**src/rtl/instr_frame_pkg.sv**
```systemverilog
// rtl/instr_frame_pkg.sv - frame field widths, packed frame layout, writeback match helper
package instr_frame_pkg;

  localparam int DATA_W       = 32;
  localparam int REGADDR_W    = 5;
  localparam int RESULT_SEL_W = 3;
  localparam int FRAME_W      = 3 * DATA_W + 3 * REGADDR_W + RESULT_SEL_W + 4;

  typedef struct packed {
    logic [DATA_W-1:0]       aOperand;
    logic [REGADDR_W-1:0]    aLoc;
    logic [DATA_W-1:0]       bOperand;
    logic [REGADDR_W-1:0]    bLoc;
    logic [DATA_W-1:0]       immediateVal;
    logic                    immediateSelect;
    logic                    unsignedSelect;
    logic                    subtractEnable;
    logic [RESULT_SEL_W-1:0] resultSelect;
    logic [REGADDR_W-1:0]    writeSelect;
    logic                    writeEnable;
  } instr_frame_t;

  // Register 0 is hardwired, so a writeback to it never forwards.
  function automatic logic wb_hits(input logic                 wb_valid,
                                   input logic [REGADDR_W-1:0] wb_addr,
                                   input logic [REGADDR_W-1:0] loc);
    return wb_valid && (wb_addr != '0) && (wb_addr == loc);
  endfunction

endpackage

```
**src/rtl/frame_operand_patch.sv**
```systemverilog
// rtl/frame_operand_patch.sv - replaces frame operands whose source register is being written back
module frame_operand_patch
  import instr_frame_pkg::*;
(
  input  instr_frame_t         frame,
  input  logic                 wb_valid,
  input  logic [REGADDR_W-1:0] wb_addr,
  input  logic [DATA_W-1:0]    wb_data,
  output instr_frame_t         patched
);

  always_comb begin
    patched = frame;
    if (wb_hits(wb_valid, wb_addr, frame.aLoc)) patched.aOperand = wb_data;
    if (wb_hits(wb_valid, wb_addr, frame.bLoc)) patched.bOperand = wb_data;
  end

endmodule

```
**src/rtl/instruction_frame_queue.sv**
```systemverilog
// rtl/instruction_frame_queue.sv - DEPTH-entry decode-to-execute frame FIFO with writeback patching
module instruction_frame_queue
  import instr_frame_pkg::*;
#(
  parameter int DATA_WIDTH        = 32,
  parameter int REGADDR_WIDTH     = 5,
  parameter int RESLT_SELCT_WIDTH = 3,
  parameter int DEPTH             = 2,
  localparam int FW    = 3 * DATA_WIDTH + 3 * REGADDR_WIDTH + RESLT_SELCT_WIDTH + 4,
  localparam int CNT_W = $clog2(DEPTH + 1)
) (
  input  logic                     clk,
  input  logic                     reset,
  input  logic                     in_valid,
  output logic                     in_ready,
  input  logic [FW-1:0]            frame_in,
  output logic                     out_valid,
  input  logic                     out_ready,
  output logic [FW-1:0]            frame_out,
  input  logic                     wb_valid,
  input  logic [REGADDR_WIDTH-1:0] wb_addr,
  input  logic [DATA_WIDTH-1:0]    wb_data,
  input  logic                     flush,
  output logic [CNT_W-1:0]         count
);

  localparam int                PTR_W = (DEPTH > 1) ? $clog2(DEPTH) : 1;
  localparam logic [PTR_W-1:0]  LAST  = PTR_W'(DEPTH - 1);
  localparam logic [CNT_W-1:0]  FULL  = CNT_W'(DEPTH);

  instr_frame_t       mem      [DEPTH];
  instr_frame_t       patched  [DEPTH];
  instr_frame_t       push_frame;
  instr_frame_t       push_patched;
  logic [DEPTH-1:0]   occupied;
  logic [PTR_W-1:0]   head;
  logic [PTR_W-1:0]   tail;
  logic               push;
  logic               pop;

  function automatic logic [PTR_W-1:0] next_ptr(input logic [PTR_W-1:0] p);
    return (p == LAST) ? '0 : p + 1'b1;
  endfunction

  assign in_ready   = (count != FULL);
  assign out_valid  = (count != '0);
  assign push       = in_valid && in_ready;
  assign pop        = out_valid && out_ready;
  assign push_frame = frame_in;
  assign frame_out  = mem[head];

  frame_operand_patch u_push_patch (
    .frame    (push_frame),
    .wb_valid (wb_valid),
    .wb_addr  (wb_addr),
    .wb_data  (wb_data),
    .patched  (push_patched)
  );

  for (genvar i = 0; i < DEPTH; i++) begin : g_entry
    frame_operand_patch u_patch (
      .frame    (mem[i]),
      .wb_valid (wb_valid),
      .wb_addr  (wb_addr),
      .wb_data  (wb_data),
      .patched  (patched[i])
    );
  end

  always_ff @(posedge clk or posedge reset) begin
    if (reset) begin
      head     <= '0;
      tail     <= '0;
      count    <= '0;
      occupied <= '0;
    end else if (flush) begin
      head     <= '0;
      tail     <= '0;
      count    <= '0;
      occupied <= '0;
    end else begin
      // Clear before set: a push may land in the slot a pop frees only when empty/full, never both.
      if (pop) begin
        head           <= next_ptr(head);
        occupied[head] <= 1'b0;
      end
      if (push) begin
        tail           <= next_ptr(tail);
        occupied[tail] <= 1'b1;
      end
      case ({push, pop})
        2'b10:   count <= count + 1'b1;
        2'b01:   count <= count - 1'b1;
        default: count <= count;
      endcase
    end
  end

  // Entries leaving this cycle were already sampled by the consumer, so they keep their old operands.
  always_ff @(posedge clk or posedge reset) begin
    if (reset) begin
      for (int i = 0; i < DEPTH; i++) mem[i] <= '0;
    end else if (!flush) begin
      for (int i = 0; i < DEPTH; i++) begin
        if (push && (tail == PTR_W'(i))) begin
          mem[i] <= push_patched;
        end else if (occupied[i] && !(pop && (head == PTR_W'(i)))) begin
          mem[i] <= patched[i];
        end
      end
    end
  end

endmodule

```
**config.mk**
```make
export PLATFORM = sky130hd
export DESIGN_NAME = instruction_frame_queue
export DESIGN_NICKNAME = d
export VERILOG_FILES = /design/src/rtl/instr_frame_pkg.sv /design/src/rtl/frame_operand_patch.sv /design/src/rtl/instruction_frame_queue.sv
export SDC_FILE = /design/constraint.sdc
export NUM_CORES = 1
export LEC_CHECK = 0
export BUFFER_PORTS_ARGS = -buffer_cell sky130_fd_sc_hd__buf_2
export CORE_UTILIZATION = 52
export CTS_CLUSTER_SIZE = 20
export DETAILED_ROUTE_END_ITERATION = 10
export PLACE_DENSITY_LB_ADDON = 0.3
export SYNTH_ARGS = -nofsm -noshare
export SYNTH_HDL_FRONTEND = slang
export SYNTH_SLANG_ARGS = --single-unit
```
**constraint.sdc**
```tcl
create_clock -name clk -period 17.9 [get_ports clk]
set_input_delay 0.895 -clock clk [delete_from_list [all_inputs] [get_ports clk]]
set_output_delay 0.895 -clock clk [all_outputs]
set_load 0.01 [all_outputs]
```
==> summary.md, run 1 <==
| Metric | Value |
|---|---|
| Final Hold Vio Count | 0 |
| Syn_area_per_cell | 10.6 um2 |
| Worst setup EP type | output pin |
| Clock Path Buffers | 3 |
| Routability cong. | 0.849 |
| Syn nets | 1,456 |
| Count of buffers from port buffering | 282 |
| Hold Slack | 0.445 ns |
| CP endpoint | frame_out[104] |
| Gr usage total | 30.8% |
| Vias | 11.8k |
| Iter 0 DRT Violations | 1,299 |
| Routed len/inst | 22.4 um |
| Clock-pin slew on the worst setup and hold paths | 0.06 ns |
| YS warnings | 0 |
| Final number of max-transition violations | 0 |
| CTS Hold Bufs | 0 |
| Yosys top cell area share | 44.3% |
| Post-synthesis sequential area ratio | 44.3% |
| Post-synth top flop | dfrtp_1 |
| Top cells by area, synth | dfrtp_1 (44%), mux2_2 (21%), a211oi_1 (5.4%), nor2_1 (3.6%), o31ai_1 (3.6%) |
| Max-cap violations | 0 |
| Status | finished clean |
| Final setup fails | 0 |
| Worst Path Max Fanout | 64 |
| Clock insertion delay at the later pin of the skew report | 0.54 ns |
| Drt pass-1 iters | 6 |
| Final Critical Period | 3.90 ns |
| Num Clock Sinks | 242 |
| DIE AREA | 26,900 um2 |
| Die Y-Extent | 164 um |
| Ys async rst share | 100% |
| Pre-CTS setup slack | 13.91 ns |
| Crit. path cell count | 3 |
| Nets | 1,657 |
| #FFs+latches synth | 242 |
| GRT overflow | 0 |
| Worst path top cell family by delay | buffers and inverters |
| Final ANT Viol Nets | 0 |
| Synth area leader | dfrtp_1 |
| Start point of the critical path | head$_DFFE_PP0P_ |
| IO Pins | 283 |
| Total power | 0.00192 W |
| Worst clock skew | 0.00739 ns |
| Cts repair resizes | 0 |
| Starting Density | 53.7% |
| Vias/cell | 6.37 |
| Worst Hold Class | in -> async |
| Synth cell count leaders | mux2_2 (252), dfrtp_1 (242), nor2_1 (132), a211oi_1 (99), clkbuf_1 (98) |
| Max Freq | 256 MHz |
| Netlist cell types | 35 |
| Share of post-route cells with drive strength above 1 | 40.4% |
| Die X | 164 um |
| CP cell instances | buf_4, mux2_2, buf_2 |
| Max incr delay on CP | 0.93 ns |
| Final core utilization | 63.3% |
| Worst-Margin Slew | 1.15 ns |
| Fin crit share | 21.8% |
| Number of global-route vias before repair | 12.0k |
| First-pass GRT wire length | 65,300 um |
| Post-Route WL | 41,500 um |
| CTS tree | done |
| Largest net degree at the start of global routing | 101 |
| Fillers | 2,056 |
| Critical Path RT | 17.01 ns |
| Initial antenna violation count | 7 |
| Number of flops mapped to enable cells by yosys | 0 |
| R2R Setup Slk | 14.17 ns |
| # DRC | 0 |
| Critical path type | reg -> out |
| Total core area | 25,500 um2 |
| CTS buffer count | 28 |
| Worst r2r dst | mem[181]$_DFFE_PP0P_ |
| Most common cell in the netlist | mux2_2 |
| FF-to-FF Start | count[0]$_DFFE_PP0P_ |
| Final WS setup | 14.00 ns |
| Num rows | 58 |
| Root Buffer | clkbuf_16 |
| Peak supply drop | 86.2 uV |
| Crit path DAT | 3.01 ns |
| RSZ-0062 raised after global routing | no |
| Crit path launch type | flop |
| Syn Inst Count | 1,295 |
| Post-Syn Area | 13,700 um2 |
| Setup Buffers After CTS | 0 |
| Area grow syn2layout | 17.9% |
| Worst slew margin | 23.3% |
| CP Buf/Inv Count | 2 |
| R2R depth | 6 |
| Leak | 7.09 nW |
| Setup TNS | 0 ns |
| DP HPWL | 25,000 um |
| Max H-tree Level | 1 |
| Slowest CP cell | dfrtp_4 |
| Pwr/cell area | 119 nW/um2 |
## cell type report
cell class,instances,area (um2),share of cell area (%)
Clock inverter,5,100,0.621
Tap cell,330,413,2.56
Inverter,71,274,1.70
Multi-Input combinational cell,852,6910,42.8
Sequential cell,242,6060,37.6
Timing Repair Buffer,301,1550,9.64
Antenna cell,4,10.0,0.0621
Clock buffer,42,805,4.99
## cell families (layout without fill, tap and decap cells)
family                    count (synthesis)  count (layout)  synth area share, %
AOI/OAI and AO/OA                       400             400                 21.2
xor gates and xnor gates                 30              30                 1.92
buffers and inverters                   201             419                 6.15
DFF                                     242             242                 44.3
muxes                                   261             261                 21.5
other                                     0               4                    0
and+or+nand+nor                         161             161                 4.92
## state kept, by name, summed over array words and instances (netlist names)
register and flops:
occupied 2, tail 1, count 2, head 1, mem 236
## through the flow
stage          instance area [um2]  cells
3_5_place_dp                 15200   1796
6_report                     16100   1847
3_3_place_gp                 15200   1796
4_1_cts                      16100   1843
2_1_floorplan                13700   1295
5_1_grt                      16100   1845
## report_power, final
group,switching [W],internal (W)
Combinational,0.000280,0.000268
Sequential,0.0000912,0.000705
Clock,0.000223,0.000349
## layer usage
layer  up-vias  routed length, um  track usage [%]  part of all wire (%)
met4         4               1380             11.5                   3.3
met1      5758              16200             39.5                    39
met5         -                 23                0                 0.055
li1       5237                  -                -                     -
met2       669              19300             49.7                    47
met3       105               4550             8.31                    11
## worst min path at each step
stage	from	end	slack (ns)	cells past startpoint
finish	reset	mem[76]$_DFFE_PP0P_	0.44	2
global route	reset	mem[113]$_DFFE_PP0P_	0.50	2
CTS	reset	mem[77]$_DFFE_PP0P_	0.47	2
detailed placement	mem[75]$_DFFE_PP0P_	mem[75]$_DFFE_PP0P_	0.48	1
global placement	mem[54]$_DFFE_PP0P_	mem[54]$_DFFE_PP0P_	0.47	1
floorplan	mem[204]$_DFFE_PP0P_	mem[204]$_DFFE_PP0P_	0.46	2
## placed cells by master, fill, tap and decap left out, types with 2 or more instances in the layout
cell       instances
clkbuf_8           3
nor3_4             4
and3_2             2
a211oi_1          99
o21ai_0           64
a31oi_4            3
buf_4             19
clkinv_2           2
nor2_1           128
nor3_1             2
nand2_1            7
mux2_1             9
diode_2            4
dfrtp_1          241
xnor2_1           10
nand2b_1           2
mux2_2           252
bufinv_16          3
o21ai_1            3
clkbuf_1          10
a211o_1           29
xor2_1            20
a32o_1            29
a311oi_1          35
nand3_1            3
nor2_4             4
inv_1             70
clkbuf_16         29
a21oi_1            4
o31ai_1           65
a31oi_1           65
buf_2            282
or2_1              2
Power figures use the tool's default switching activity.
==> inputs of run 2 (changes only) <==
- CORE_UTILIZATION: 52 -> 50
- clock period: 17.9 -> 3.1 ns (I/O delays scaled with it)
==> run 2 against run 1 <==
Compared with the run above:
- sequential share of layout area shrank 1.7 points
- first-iteration DRC count fell by 2.4%
- flip-flop and latch count stayed put
- cell count up 4.5%
- sequential power grew to 5.7 times the previous value
- combinational power grew to 6.0 times the previous value
- clock power grew to 5.5 times the previous value
- wire length increased by 3.0%
- largest power group unchanged
==> summary.md, run 2 (same netlist as run 1, synthesis figures left out) <==
| Metric | Value |
|---|---|
| Post-Route WL | 42,700 um |
| Comb pwr share | 30.0% |
| DIE AREA | 28,000 um2 |
| Max FFs per register | 236 |
| Final core utilization | 62.8% |
| CP cell instances | nor2b_1, inv_1, nand2b_2, buf_12, a211oi_1, o31ai_1 |
| GRT overflow | 0 |
| Nets | 1,727 |
| Crit. path cell count | 6 |
| Fin crit share | 89.1% |
| Final WS setup | 0.339 ns |
| Largest net degree at the start of global routing | 120 |
| Area grow syn2layout | 23.4% |
| Most common cell after layout, fill and taps aside | buf_2 |
| Switching Fraction | 31.5% |
| Clock insertion delay at the later pin of the skew report | 0.53 ns |
| Critical path type | reg -> reg |
| Total core area | 26,900 um2 |
| Iter 0 DRT Violations | 1,268 |
| Worst slew margin | 16.1% |
| CTS tree | done |
| Worst Hold Class | in -> reg |
| Count of buffers from port buffering | 282 |
| Worst-Margin Slew | 1.26 ns |
| Die X | 167 um |
| Final Critical Period | 2.76 ns |
| Final number of max-transition violations | 0 |
| Most flops, register | mem |
| Cell Count, Final, Fillers Out | 1,930 |
| Slowest CP cell | nor2b_1 |
| DP HPWL | 25,600 um |
| Worst setup EP type | flop |
| Psw | 0.00346 W |
| Vias | 12.0k |
| Status | finished clean |
| Worst clock skew | 0.0164 ns |
| Routability cong. | 0.821 |
| Final Hold Vio Count | 0 |
| # DRC | 0 |
| Leak | 7.43 nW |
| Peak supply drop | 559 uV |
| Gr usage total | 30.2% |
| Clock Path Buffers | 3 |
| Initial antenna violation count | 6 |
| Internal power | 0.00752 W |
| Vias/cell | 6.19 |
| Max incr delay on CP | 0.69 ns |
| CP Buf/Inv Count | 2 |
| Clock-pin slew on the worst setup and hold paths | 0.06 ns |
| IO Pins | 283 |
| Dpl cells | 1,819 |
| Crit path launch type | flop |
| Drt pass-1 iters | 8 |
| Critical Path RT | 3.53 ns |
| Setup Buffers After CTS | 0 |
| R2R Setup Slk | 0.34 ns |
| CTS buffer count | 27 |
| R2R depth | 6 |
| Pre-CTS setup slack | 0.393 ns |
| Worst r2r dst | mem[192]$_DFFE_PP0P_ |
| Largest regs | mem x236, count x2, occupied x2 |
| Worst Path Max Fanout | 43 |
| First-pass GRT wire length | 67,300 um |
| FF-to-FF Start | count[0]$_DFFE_PP0P_ |
| CP endpoint | mem[192]$_DFFE_PP0P_ |
| Share of post-route cells with drive strength above 1 | 39.8% |
| Root Buffer | clkbuf_16 |
| Final setup fails | 0 |
| Start point of the critical path | count[0]$_DFFE_PP0P_ |
| Max H-tree Level | 1 |
| Worst path top cell family by delay | simple AND/OR/NAND/NOR gates |
| Routed len/inst | 22.1 um |
| RSZ-0062 raised after global routing | no |
| Starting Density | 50.9% |
| Num Clock Sinks | 242 |
| Crit path DAT | 3.19 ns |
| Die Y-Extent | 167 um |
| Clock power frac | 28.5% |
| Commonest non-fill, non-tap cells in the layout | buf_2 (282), mux2_2 (252), dfrtp_1 (241) |
| Final ANT Viol Nets | 0 |
| Number of global-route vias before repair | 12.3k |
| Max-cap violations | 0 |
| Pwr/cell area | 651 nW/um2 |
| Num rows | 60 |
| Max Freq | 362 MHz |
| Sequential Power Share | 41.5% |
==> run 2: cell count changes in the layout (fill, tap and decap cells not counted), sizes merged <==
cell         before  now
dlygate4sd3       0   59
bufinv            3    1
clkbuf           42   38
buf             301  313
inv              71   70
clkinv            2    8
clkinvlp          0    1
diode             4    5
==> run 2: worst register-to-register path, stage by stage, from the launching register on <==
cell	delay [ns]
dfrtp_1	0.43
nor2b_1	0.69
inv_1	0.30
nand2b_2	0.53
buf_12	0.33
a211oi_1	0.09
o31ai_1	0.29
==> run 2: worst min-delay path by stage <==
stage	from	endpoint	cells past startpoint
final	wb_data[26]	mem[193]$_DFFE_PP0P_	3
after global routing	wb_data[8]	mem[175]$_DFFE_PP0P_	3
after global placement	reset	mem[195]$_DFFE_PP0P_	2
after detailed placement	reset	mem[195]$_DFFE_PP0P_	2
after CTS	wb_data[1]	mem[168]$_DFFE_PP0P_	3
after floorplan	frame_in[81]	mem[199]$_DFFE_PP0P_	1
==> run 2: power by group through the flow <==
stage | clock network [W] | registers (W) | logic, W
after floorplan | 0 | 0.00442 | 0.00216
after global placement | 0 | 0.00454 | 0.00314
after detailed placement | 0 | 0.00459 | 0.00321
after CTS | 0.00318 | 0.00454 | 0.00329
after global routing | 0.00331 | 0.00468 | 0.00357
final | 0.00313 | 0.00456 | 0.00330
==> run 2: per-layer routing <==
metal  share of wire (%)  vias to the layer above  global-route usage (%)
met5               0.054                        -                       0
met3                 9.2                       99                    7.47
li1                    -                     5386                       -
met2                  47                      613                    49.3
met1                  40                     5850                    38.8
met4                 3.3                        4                    11.2
==> run 2: layout make-up <==
class / count / area, um2
inverters: 71 / 270
flip-flops and latches: 242 / 6060
diodes: 5 / 12.5
well taps: 341 / 427
clock inverters: 9 / 70.1
clock buffers: 38 / 787
repair buffers: 372 / 2330
multi-input cells: 852 / 6910
fillers: 2206 / 10000
==> run 2: timing repair <==
item,in CTS,in global routing
hold endpoints to repair,132,0
resized for setup,0,0
setup endpoints to repair,0,0
hold buffers,59,0
==> run 2: metrics by stage <==
| step | cell area, um2 | total power [W] | setup TNS, ns | hold slack (ns) |
|---|---|---|---|---|
| 6_report | 16900 | 0.0110 | 0 | 0.0190 |
| 5_1_grt | 16900 | 0.0116 | 0 | 0.0368 |
| 4_1_cts | 16900 | 0.0110 | 0 | 0.00211 |
| 3_5_place_dp | 15400 | 0.00780 | 0 | 0.253 |
| 3_3_place_gp | 15400 | 0.00768 | 0 | 0.254 |
| 2_1_floorplan | 13700 | 0.00658 | -55.85 | 0.307 |
==> inputs of run 3 (changes only) <==
- PLACE_DENSITY: unset -> 0.77
- PLACE_DENSITY_LB_ADDON: 0.3 -> unset
==> run 3 against run 2 <==
Compared with the run above:
- non-clock buffer count decreased by 2
- sequential power barely moved
- clock skew decreased by 0.0082 ns
- via count grew 0.82%
- setup slack got worse by 0.029 ns
- core utilization increased by 0.32 points
- wire length increased by 2.9%
- first-iteration DRC count shrank 9.3%
- clock-buffer cell count is 4 lower
- cell count about the same
- largest power group unchanged
==> summary.md, run 3 (same netlist as run 1, synthesis figures left out) <==
| Metric | Value |
|---|---|
| Max incr delay on CP | 0.68 ns |
| GR Util met3 | 8.18% |
| Cell Count, Final, Fillers Out | 1,929 |
| Post-Route WL | 43,900 um |
| Critical Path RT | 3.51 ns |
| Crit path DAT | 3.20 ns |
| Cts repair resizes | 0 |
| Peak supply drop | 553 uV |
| Dpl cells | 1,819 |
| Largest net degree at the start of global routing | 169 |
| Die X | 167 um |
| Max FFs per register | 236 |
| Status | finished clean |
| RSZ-0062 raised after global routing | no |
| Root Buffer | clkbuf_16 |
| Initial antenna violation count | 6 |
| Fin crit share | 90.0% |
| Setup Buffers After CTS | 0 |
| Drt pass-1 iters | 6 |
| # DRC | 0 |
| Worst clock skew | 0.00820 ns |
| CP Buf/Inv Count | 2 |
| Clock insertion delay at the later pin of the skew report | 0.53 ns |
| Slowest CP cell | nor2b_1 |
| DP HPWL | 26,100 um |
| Start point of the critical path | count[0]$_DFFE_PP0P_ |
| Starting Density | 50.9% |
| Most common cell after layout, fill and taps aside | buf_2 |
| Largest regs | mem x236, count x2, occupied x2 |
| Clock Path Buffers | 3 |
| R2R depth | 7 |
| Max-cap violations | 0 |
| Nets | 1,725 |
| Commonest non-fill, non-tap cells in the layout | buf_2 (282), mux2_2 (252), dfrtp_1 (241) |
| Share of post-route cells with drive strength above 1 | 39.8% |
| Critical path type | reg -> reg |
| Hold Slack | 0.0211 ns |
| Clock-pin slew on the worst setup and hold paths | 0.06 ns |
| Worst slew margin | 30.5% |
| Worst setup EP type | flop |
| Vias | 12.1k |
| GRT overflow | 0 |
| R2R Setup Slk | 0.31 ns |
| Worst Path Max Fanout | 12 |
| CTS buffer count | 27 |
| Met2 Use GR | 50.7% |
| Worst Hold Class | in -> reg |
| Total core area | 26,900 um2 |
| Setup TNS | 0 ns |
| Crit. path cell count | 7 |
| CP cell instances | nor2b_1, inv_1, nand3_4, o31ai_1, nand2_2, buf_12, mux2_2 |
| DIE AREA | 28,000 um2 |
| Max Freq | 358 MHz |
| Routed len/inst | 22.8 um |
| Max H-tree Level | 1 |
| Grt met1 use | 39.4% |
| Final Hold Vio Count | 0 |
| Final Critical Period | 2.79 ns |
| Vias/cell | 6.25 |
| Worst-Margin Slew | 1.04 ns |
| Gr usage total | 30.8% |
| Number of global-route vias before repair | 12.3k |
| Pwr/cell area | 672 nW/um2 |
| Final ANT Viol Nets | 0 |
| Final setup fails | 0 |
| Total power | 0.0114 W |
| Worst r2r dst | mem[96]$_DFFE_PP0P_ |
| GR peak layer | met2 |
| FF-to-FF Start | count[0]$_DFFE_PP0P_ |
| Final number of max-transition violations | 0 |
| CTS tree | done |
| Area grow syn2layout | 24.0% |
| Die Y-Extent | 167 um |
| Worst path top cell family by delay | simple AND/OR/NAND/NOR gates |
| Num rows | 60 |
| CTS Hold Bufs | 57 |
| Routability cong. | 0.823 |
| CP endpoint | mem[96]$_DFFE_PP0P_ |
| First-pass GRT wire length | 68,600 um |
| Crit path launch type | flop |
| Count of buffers from port buffering | 282 |
| Leak | 7.45 nW |
| Num Clock Sinks | 242 |
| Most flops, register | mem |
| IO Pins | 283 |
| Iter 0 DRT Violations | 1,150 |
run 3: cell count changes in the layout (fill, tap and decap cells not counted), sizes merged:
cell         before  now
clkinv            8    6
diode             5    6
bufinv            1    6
dlygate4sd3      59   57
clkinvlp          1    2
clkbuf           38   34
run 3: layout make-up:
cell class                 instances  area [um2]
antenna                            6        15.0
clock buffer                      34         742
clock inverter                    13         218
fill                            2120        9920
inverter                          71         270
multi-input combinational        852        6910
sequential                       242        6060
tap                              341         427
timing repair buffer             370        2310
run 3: worst reg2reg max path, cell delays in order (launching register included):
cell and delay, ns:
dfrtp_1 0.43, nor2b_1 0.68, inv_1 0.30, nand3_4 0.22, o31ai_1 0.13, nand2_2 0.35
buf_12 0.21, mux2_2 0.35
run 3: through the flow:
stage	cell area [um2]	setup WS [ns]	utilization (%)
final	17000	0.311	63.1
after global routing	16900	0.193	63.1
after CTS	16900	0.277	63.0
after detailed placement	15400	0.304	57.3
after global placement	15400	0.399	57.3
after floorplan	13700	-0.231	-
run 3: worst min-delay path by stage:
stage,end,depth (start not counted),start
finish,mem[178]$_DFFE_PP0P_,3,wb_data[11]
global route,mem[183]$_DFFE_PP0P_,3,wb_data[16]
CTS,mem[183]$_DFFE_PP0P_,3,wb_data[16]
detailed placement,mem[33]$_DFFE_PP0P_,2,frame_in[33]
global placement,mem[34]$_DFFE_PP0P_,2,frame_in[34]
floorplan,mem[199]$_DFFE_PP0P_,1,frame_in[81]
run 3: where the power goes:
| group | internal (W) | switching [W] | leakage [nW] |
|---|---|---|---|
| clock | 0.00218 | 0.00133 | 0.473 |
| combinational | 0.00161 | 0.00170 | 3.99 |
| sequential | 0.00407 | 0.000507 | 2.99 |
| total | 0.00786 | 0.00354 | 7.45 |
run 3: routing by layer:
layer,share of wire (%),wire length (um),vias to the layer above
li1,-,-,5380
met1,39,17000,5854
met2,47,20800,711
met3,11,4620,99
met4,3.1,1380,6
met5,0.091,40,-
